`config.mk`:
```
export PLATFORM = sky130hd
export DESIGN_NAME = crossing_gate_sequencer
export DESIGN_NICKNAME = d
export VERILOG_FILES = /design/src/rtl/crossing_gate_sequencer.sv
export SDC_FILE = /design/constraint.sdc
export NUM_CORES = 1
export LEC_CHECK = 0
export BUFFER_PORTS_ARGS = -buffer_cell sky130_fd_sc_hd__buf_4
export CORE_MARGIN = 2
export CORE_UTILIZATION = 30
export CTS_BUF_LIST = sky130_fd_sc_hd__clkbuf_8 sky130_fd_sc_hd__clkbuf_16
export CTS_CLUSTER_SIZE = 14
export DETAILED_ROUTE_END_ITERATION = 7
export SETUP_SLACK_MARGIN = 0.3
export SYNTH_ARGS = -nofsm -noshare
export SYNTH_HDL_FRONTEND = slang
export SYNTH_SLANG_ARGS = --single-unit
```
`constraint.sdc`:
```
create_clock -name clk -period 2.41 [get_ports clk]
set_input_delay 0.1205 -clock clk [delete_from_list [all_inputs] [get_ports clk]]
set_output_delay 0.1205 -clock clk [all_outputs]
set_load 0.01 [all_outputs]
```
`src/rtl/crossing_gate_sequencer.sv`:
```
// Level-crossing barrier sequencer: warn, lower, hold closed, then raise after a clear interval.
// Optional INPUT_SYNC_EN adds 2-flop synchronizers on occ_x, occ_y, lim_down and lim_up.
module crossing_gate_sequencer #(
  parameter int WARN_CYCLES  = 8,
  parameter int MOVE_TIMEOUT = 32,
  parameter int CLEAR_HOLD   = 4,
  parameter int CNT_W        = 8
) (
  input  logic clk,
  input  logic rst,
  input  logic occ_x,
  input  logic occ_y,
  input  logic lim_down,
  input  logic lim_up,
  output logic motor_down,
  output logic motor_up,
  output logic lamp,
  output logic gate_closed,
  output logic fault,
  output logic busy
);

  typedef enum logic [2:0] {
    S_OPEN   = 3'd0,
    S_WARN   = 3'd1,
    S_LOWER  = 3'd2,
    S_CLOSED = 3'd3,
    S_HOLD   = 3'd4,
    S_RAISE  = 3'd5,
    S_FAULT  = 3'd6
  } state_t;

  localparam logic [CNT_W-1:0] WARN_LAST  = CNT_W'(WARN_CYCLES - 1);
  localparam logic [CNT_W-1:0] MOVE_LAST  = CNT_W'(MOVE_TIMEOUT - 1);
  localparam logic [CNT_W-1:0] CLEAR_LAST = CNT_W'(CLEAR_HOLD - 1);

  state_t           state_reg, state_next;
  logic [CNT_W-1:0] cnt_reg;

  logic [3:0] raw_in;
  logic [3:0] in_s;
  logic       occ;
  logic       lim_down_s;
  logic       lim_up_s;

  assign raw_in = {lim_up, lim_down, occ_y, occ_x};

`ifdef INPUT_SYNC_EN
  genvar gi;
  generate
    for (gi = 0; gi < 4; gi++) begin : g_sync
      logic meta_reg;
      logic sync_reg;
      always_ff @(posedge clk or posedge rst) begin
        if (rst) begin
          meta_reg <= 1'b0;
          sync_reg <= 1'b0;
        end else begin
          meta_reg <= raw_in[gi];
          sync_reg <= meta_reg;
        end
      end
      assign in_s[gi] = sync_reg;
    end
  endgenerate
`else
  assign in_s = raw_in;
`endif

  assign occ        = in_s[0] | in_s[1];
  assign lim_down_s = in_s[2];
  assign lim_up_s   = in_s[3];

  // Timer restarts on every state change; saturates so long CLOSED stays never wrap.
  always_ff @(posedge clk or posedge rst) begin
    if (rst) begin
      state_reg <= S_OPEN;
      cnt_reg   <= '0;
    end else begin
      state_reg <= state_next;
      if (state_next != state_reg) begin
        cnt_reg <= '0;
      end else if (cnt_reg != {CNT_W{1'b1}}) begin
        cnt_reg <= cnt_reg + 1'b1;
      end
    end
  end

  always_comb begin
    state_next = state_reg;
    if (state_reg != S_OPEN && lim_down_s && lim_up_s) begin
      state_next = S_FAULT;
    end else begin
      case (state_reg)
        S_OPEN:   if (occ) state_next = S_WARN;
        S_WARN:   if (cnt_reg == WARN_LAST) state_next = S_LOWER;
        S_LOWER: begin
          if (lim_down_s)                  state_next = S_CLOSED;
          else if (cnt_reg == MOVE_LAST)   state_next = S_FAULT;
        end
        S_CLOSED: if (!occ) state_next = S_HOLD;
        S_HOLD: begin
          if (occ)                         state_next = S_CLOSED;
          else if (cnt_reg == CLEAR_LAST)  state_next = S_RAISE;
        end
        // Re-occupation during raising re-lowers straight away, ahead of lim_up.
        S_RAISE: begin
          if (occ)                         state_next = S_LOWER;
          else if (lim_up_s)               state_next = S_OPEN;
          else if (cnt_reg == MOVE_LAST)   state_next = S_FAULT;
        end
        S_FAULT:  state_next = S_FAULT;
        default:  state_next = S_FAULT;
      endcase
    end
  end

  always_comb begin
    motor_down  = 1'b0;
    motor_up    = 1'b0;
    lamp        = 1'b0;
    gate_closed = 1'b0;
    fault       = 1'b0;
    busy        = (state_reg != S_OPEN);
    case (state_reg)
      S_OPEN:   ;
      S_WARN:   lamp = 1'b1;
      S_LOWER: begin
        lamp       = 1'b1;
        motor_down = 1'b1;
      end
      S_CLOSED, S_HOLD: begin
        lamp        = 1'b1;
        gate_closed = 1'b1;
      end
      S_RAISE: begin
        lamp     = 1'b1;
        motor_up = 1'b1;
      end
      S_FAULT: begin
        lamp  = 1'b1;
        fault = 1'b1;
      end
      default: begin
        lamp  = 1'b1;
        fault = 1'b1;
      end
    endcase
  end

endmodule

```
==> results.toml, run 1 <==
[status]
status = "complete, no violations"

[setup_path]
slowest_delay_ns = 0.42
critical_path_class = "reg2reg"
crit_arrival_ns = 2.13
r2r-start = "cnt_reg[0]$_DFFE_PP0P_"
cp_cell_sequence = "ha_2 > and4_4 > and3_1 > a211o_2 > xnor2_2 > nand4_4 > nor3_2"
r2r-end = "cnt_reg[6]$_DFFE_PP0P_"
path_max_fanout = 8
ff2ff_setup_slack_ns = 0.44
crit_path_top_delay_cell = "dfrtp_1"
crit_start = "cnt_reg[0]$_DFFE_PP0P_"
required_ns = 2.57
start_kind = "flip-flop"
endpoint = "cnt_reg[6]$_DFFE_PP0P_"
worst_r2r_path_depth = 7
endpoint_kind = "flip-flop"

[floorplanning]
die_x_um = 60.0
die-area_mm2 = 0.00360
boundaryPins = 12
start_util_pct = 31.1
fp.coreArea_mm2 = 0.00303
rows = 20
die_h_um = 60.0

[drt]
drc_errors = 0
post_drt_wl_per_cell_um = 12.7
wirelength_um = 1990
drt-initial-drc-count = 41
ant_nets = 0
num_vias = 797
drtPass1Iterations = 4
avgViaCountPerCell = 5.08

[clock_tree]
clock_latency_ns = 0.24
cts_sinks = 11
clock-root-buffer = "clkbuf_8"
cts_buffers = 3
clk_path_buf_depth = 2
htree_num_levels = 1
cts_tree = "built"
clk_pin_slew_ns = 0.05

[global_routing]
overflow = 0
grt_pass1_wl_um = 3340
grt_max_degree = 15
grt_pass1_vias = 679
antenna_found_initial = 0
track_usage_pct = 12.4

[timing]
skew_ns = 0.00308
period_share_pct = 81.8
worstMarginPinSlew_ns = 0.457
min_period_ns = 1.97
setup_violations = 0
tns_ns = 0
relSlewSlack_pct = 69.5
drv_slew = 0
hold_viol_final = 0
rsz0062_at_grt = "false"
fmax_ghz = 0.507

[synthesis]
ys_ff_latch = 11
seq_area_frac_synth_pct = 29.2
yosysWarnings = 0
async_flop_share_pct = 100
synth_nets = 106
netlist_area_um2 = 942
synth-edff-count = 0
ys.flop_type = "dfrtp_1"
synth_cell_types = 48
syn_area_per_cell_um2 = 9.61
syn_inst = 98

[power_and_ir_drop]
pwr-share-seq_pct = 27.3
ir_drop_mv = 0.380
leakagePower_nw = 0.470
swShare_pct = 41.8
clockPowerShare_pct = 16.8
p_sw_mw = 0.461
powerDensity_mw_per_mm2 = 981
combPwrFrac_pct = 55.9
p_int_mw = 0.643

[job]
cap_violations = 0

[layout]
nNetsFinal = 122
antenna_cells = 0
largest_reg_flops = 8
multi_input_comb_area_um2 = 613
drive_gt1_share_pct = 38.9
final_cell_area_mm2 = 0.00113
area_delta_synth_final_pct = 19.5
fillers = 315
final_core_util_pct = 37.2
regArea_um2 = 279

[placed_design]
dp_hpwl_um = 1440
placed_area_mm2 = 0.00104
portBuffers = 11
gp_congestion = 0.815

[min_path]
holdCritPathClass = "in2reg"
hold_start = "lim_down"
-- how the worst min path moves through the flow --
stage          slack [ns]  cells after the start                endpoint
6_report             0.33                      4  state_reg[0]$_DFF_PP0_
4_1_cts              0.33                      4  state_reg[0]$_DFF_PP0_
2_1_floorplan       -0.03                      1  cnt_reg[0]$_DFFE_PP0P_
3_5_place_dp         0.16                      2  state_reg[2]$_DFF_PP0_
5_1_grt              0.39                      4  state_reg[0]$_DFF_PP0_
3_3_place_gp         0.15                      2  state_reg[1]$_DFF_PP0_
-- power groups by stage --
stage / logic (mW) / registers, mW / clock network [mW]
2_1_floorplan: 0.520 / 0.253 / 0
4_1_cts: 0.594 / 0.299 / 0.191
6_report: 0.618 / 0.301 / 0.185
3_3_place_gp: 0.576 / 0.300 / 0
3_5_place_dp: 0.580 / 0.302 / 0
5_1_grt: 0.674 / 0.313 / 0.200
-- layout by cell type, fill, tap and decap left out, types with 2 or more instances in the layout --
master    synthesis  layout
nor2_1           11      11
mux2i_1           2       2
o21ai_0           4       4
nand4_1           2       2
and3_1            2       2
nor4b_1           2       2
xnor2_1           2       2
a21oi_1           4       4
clkbuf_8          1       3
nor3_2            2       2
a211oi_2          2       2
dfrtp_1          11       8
or2_2             2       2
inv_1             3       4
buf_4             2      15
nand3_1           5       5
nand2_1           8       8
dfrtp_2           0       3
-- cell families after synthesis --
family	after synthesis	share of synthesized area [%]
compound gates	23	21.5
mux	2	2.12
xor+xnor	4	4.52
simple gates	48	33.3
flops	11	29.2
fa+ha+maj	2	2.66
buf+inv	8	6.64
-- cell type report --
cell class / count / area share [%]
Clock buffer: 3 / 3.67
Inverter: 3 / 1.00
Sequential cell: 11 / 24.8
Clock inverter: 1 / 0.333
Timing Repair Buffer: 16 / 10.9
Multi-Input combinational cell: 79 / 54.4
Tap cell: 44 / 4.89
-- metrics by stage --
stage	instances	hold WS, ns	setup slack [ns]	power [mW]
4_1_cts	154	0.332	0.348	1.08
6_report	157	0.330	0.439	1.10
2_1_floorplan	98	-0.0271	0.529	0.772
3_5_place_dp	149	0.156	0.294	0.882
3_3_place_gp	149	0.154	0.302	0.875
5_1_grt	157	0.387	0.313	1.19
-- routing by layer --
metal  global-route usage [%]  part of all wire (%)
met1                     17.1                    50
met5                        0                     0
met2                     18.8                    45
met3                     1.95                   3.7
met4                     5.71                   1.9
-- Yosys cell counts, drive strengths merged (3+ instances only) --
| master | number | area, um^2 |
|---|---|---|
| dfrtp | 11 | 275 |
| nor2 | 11 | 41.3 |
| xnor2 | 3 | 33.8 |
| nand3 | 5 | 25.0 |
| o21ai | 4 | 20.0 |
| buf | 4 | 37.5 |
| nand2 | 8 | 30.0 |
| nand4 | 3 | 33.8 |
| o22ai | 3 | 38.8 |
| a21oi | 5 | 28.8 |
| inv | 3 | 11.3 |
-- what timing repair did --
action,in CTS,in global routing
endpoints found under the setup margin,1,3
hold buffers,1,0
pin swaps,0,6
endpoints found under the hold margin,11,0
gates resized for setup,1,4
setup buffers,0,3
-- critical path: cells and delay by family (launching register included) --
kind	cells	cell delay, ns
DFF	1	0.42
and+or+nand+nor	4	0.74
xor gates and xnor gates	1	0.21
AOI/OAI and AO/OA	1	0.31
adders and majority gates	1	0.20
Note: power is estimated with default switching activity, not from simulation.
==> inputs of run 2 (changes only) <==
Settings changed: ABC_AREA from default to 1.
Clock period 2.41 ns to 2 ns, I/O delays scaled along.
==> run 2 against run 1 <==
Compared with the run above:
- clock skew grew 0.00058 ns
- count of clock-buffer cells in the layout did not move
- area after synthesis up 1.1%
- hold slack got worse by 0.067 ns
- via count increased by 23%
- critical path type unchanged
- largest cell class unchanged
==> results.toml, run 2 <==
[global_routing]
antenna_found_initial = 0
grt_max_degree = 12
grt_pass1_vias = 847
grt_pass1_wl_um = 3670
track_usage_pct = 13.5
overflow = 0

[layout]
nNetsFinal = 176
regArea_um2 = 282
layout_commonest_cell = "nand2_1"
final_core_util_pct = 43.1
multi_input_comb_area_um2 = 653
largest_reg_flops = 8
antenna_cells = 0
final_cell_mix = "nand2_1, inv_1, buf_4"
area_delta_synth_final_pct = 36.9
drive_gt1_share_pct = 41.9
fillers = 314

[synthesis]
seq_area_frac_synth_pct = 28.9
syn_area_per_cell_um2 = 6.61
ys.flop_type = "dfrtp_1"
synth_nets = 152
yosysMostFrequentCell = "nand2_1"
synth_cell_types = 24
synth_common_cells = "nand2_1, inv_1, nand3_1"
synth_top_area_share_pct = 28.9
ys_ff_latch = 11
synth_area_leader_cell = "dfrtp_1"
yosysWarnings = 0
synth_area_leaders = "dfrtp_1, nand2_1, nand3_1"
synth-edff-count = 0
netlist_area_um2 = 952
syn_inst = 144
async_flop_share_pct = 100

[power_and_ir_drop]
ir_drop_mv = 0.493
combPwrFrac_pct = 60.7
pwr-share-seq_pct = 24.5
clockPowerShare_pct = 14.8
p_int_mw = 0.751
p_sw_mw = 0.702
powerDensity_mw_per_mm2 = 1120
swShare_pct = 48.3
leakagePower_nw = 0.650

[placed_design]
portBuffers = 11
gp_congestion = 0.858
dp_hpwl_um = 1690

[setup_path]
crit_arrival_ns = 1.83
required_ns = 2.17
worst_r2r_path_depth = 12
ff2ff_setup_slack_ns = 0.34
crit_start = "state_reg[1]$_DFF_PP0_"
start_kind = "flip-flop"
r2r-start = "state_reg[1]$_DFF_PP0_"
path_max_fanout = 8
critical_path_class = "reg2reg"
endpoint_kind = "flip-flop"
r2r-end = "cnt_reg[3]$_DFFE_PP0P_"

[drt]
drt-initial-drc-count = 47
avgViaCountPerCell = 4.63
ant_nets = 0
num_vias = 977
drtPass1Iterations = 4
wirelength_um = 2420
post_drt_wl_per_cell_um = 11.5
drc_errors = 0

[min_path]
min_path_cells = 4
holdCritPathClass = "in2reg"
hold_start = "lim_down"
hold_path_end = "state_reg[2]$_DFF_PP0_"

[clock_tree]
htree_num_levels = 1
clk_pin_slew_ns = 0.05
clock-root-buffer = "clkbuf_8"
cts_sinks = 11
cts_tree = "built"
cts_buffers = 3
clock_latency_ns = 0.24
clk_path_buf_depth = 2

[floorplanning]
die_h_um = 60.3
rows = 20
die-area_mm2 = 0.00364
fp.coreArea_mm2 = 0.00303
boundaryPins = 12
start_util_pct = 31.4
die_x_um = 60.3

[timing]
tns_ns = 0
fmax_ghz = 0.602
min_period_ns = 1.66
relSlewSlack_pct = 72.4
rsz0062_at_grt = "true"
drv_slew = 0
hold_viol_final = 0
skew_ns = 0.00366
setup_violations = 0
period_share_pct = 83.0
worstMarginPinSlew_ns = 0.414

[status]
status = "complete, no violations"

[job]
cap_violations = 0
run 2: changes by cell type after synthesis, moves of 3 or more:
cell,change
inv_1,+17
nand2_1,+25
nand2_2,+3
nand2_4,+3
nand3_1,+13
nor2_1,+6
nor2_2,+10
o21ai_0,+3
run 2: layout make-up:
cell class / count / area share, %
clock inverter: 1 / 0.288
timing repair buffer: 22 / 13.8
multi-input combinational: 107 / 50.1
sequential: 11 / 21.6
tap: 44 / 4.22
clock buffer: 3 / 3.17
inverter: 23 / 6.81
run 2: timing repair:
item / CTS / global route
hold endpoints to repair: 11 / 0
gates cloned: 0 / 0
setup buffers: 1 / 9
pin swaps: 1 / 18
gates resized for setup: 9 / 22
hold buffers: 1 / 0
endpoints found under the setup margin: 8 / 8
run 2: critical path: stages (launching register included):
cell,delay (ns)
dfrtp_2,0.47
nor2_4,0.15
nand2_4,0.08
nand2_4,0.10
buf_12,0.10
nand2_4,0.04
nor2_4,0.11
nand3_2,0.08
nand2_1,0.08
nand2_2,0.07
nor2_4,0.10
nand2_4,0.11
nor2_2,0.11
run 2: kinds of logic (layout without fill, tap and decap cells):
family | Yosys count | in the layout | share of synthesized area, %
adders and majority gates | 2 | 2 | 2.63
DFF | 11 | 11 | 28.9
and+or+nand+nor | 90 | 90 | 47.0
buffers and inverters | 26 | 49 | 12.1
xor gates and xnor gates | 1 | 1 | 0.920
AOI/OAI and AO/OA | 14 | 14 | 8.41
run 2: per-stage QoR:
stage	area, um^2	setup WS [ns]	total power [mW]	cells	hold WS [ns]
5_1_grt	1300	0.215	1.56	211	0.298
4_1_cts	1150	0.305	1.33	202	0.252
3_5_place_dp	1060	0.228	1.08	196	0.121
2_1_floorplan	952	0.458	0.929	144	-0.0476
3_3_place_gp	1060	0.274	1.07	196	0.111
6_report	1300	0.340	1.45	211	0.263
run 2: power by group through the flow:
stage / combinational [mW] / clock [mW] / sequential (mW)
2_1_floorplan: 0.632 / 0 / 0.297
3_3_place_gp: 0.721 / 0 / 0.348
3_5_place_dp: 0.728 / 0 / 0.353
4_1_cts: 0.755 / 0.223 / 0.353
5_1_grt: 0.972 / 0.229 / 0.358
6_report: 0.883 / 0.215 / 0.357
run 2: worst max path at each step:
stage                                   endpoint  cells after the start
after floorplan           cnt_reg[3]$_DFFE_PP0P_                     11
after global placement    cnt_reg[1]$_DFFE_PP0P_                     11
after detailed placement  cnt_reg[6]$_DFFE_PP0P_                     11
after CTS                 cnt_reg[3]$_DFFE_PP0P_                     11
after global routing      cnt_reg[7]$_DFFE_PP0P_                     12
final                     cnt_reg[3]$_DFFE_PP0P_                     12
run 2: per-layer routing:
metal	wire, um	GRT usage, %	vias up
met2	1120	20.2	31
met5	0	0	-
li1	-	-	501
met3	93	2.99	5
met1	1160	18.3	440
met4	38	6.98	0
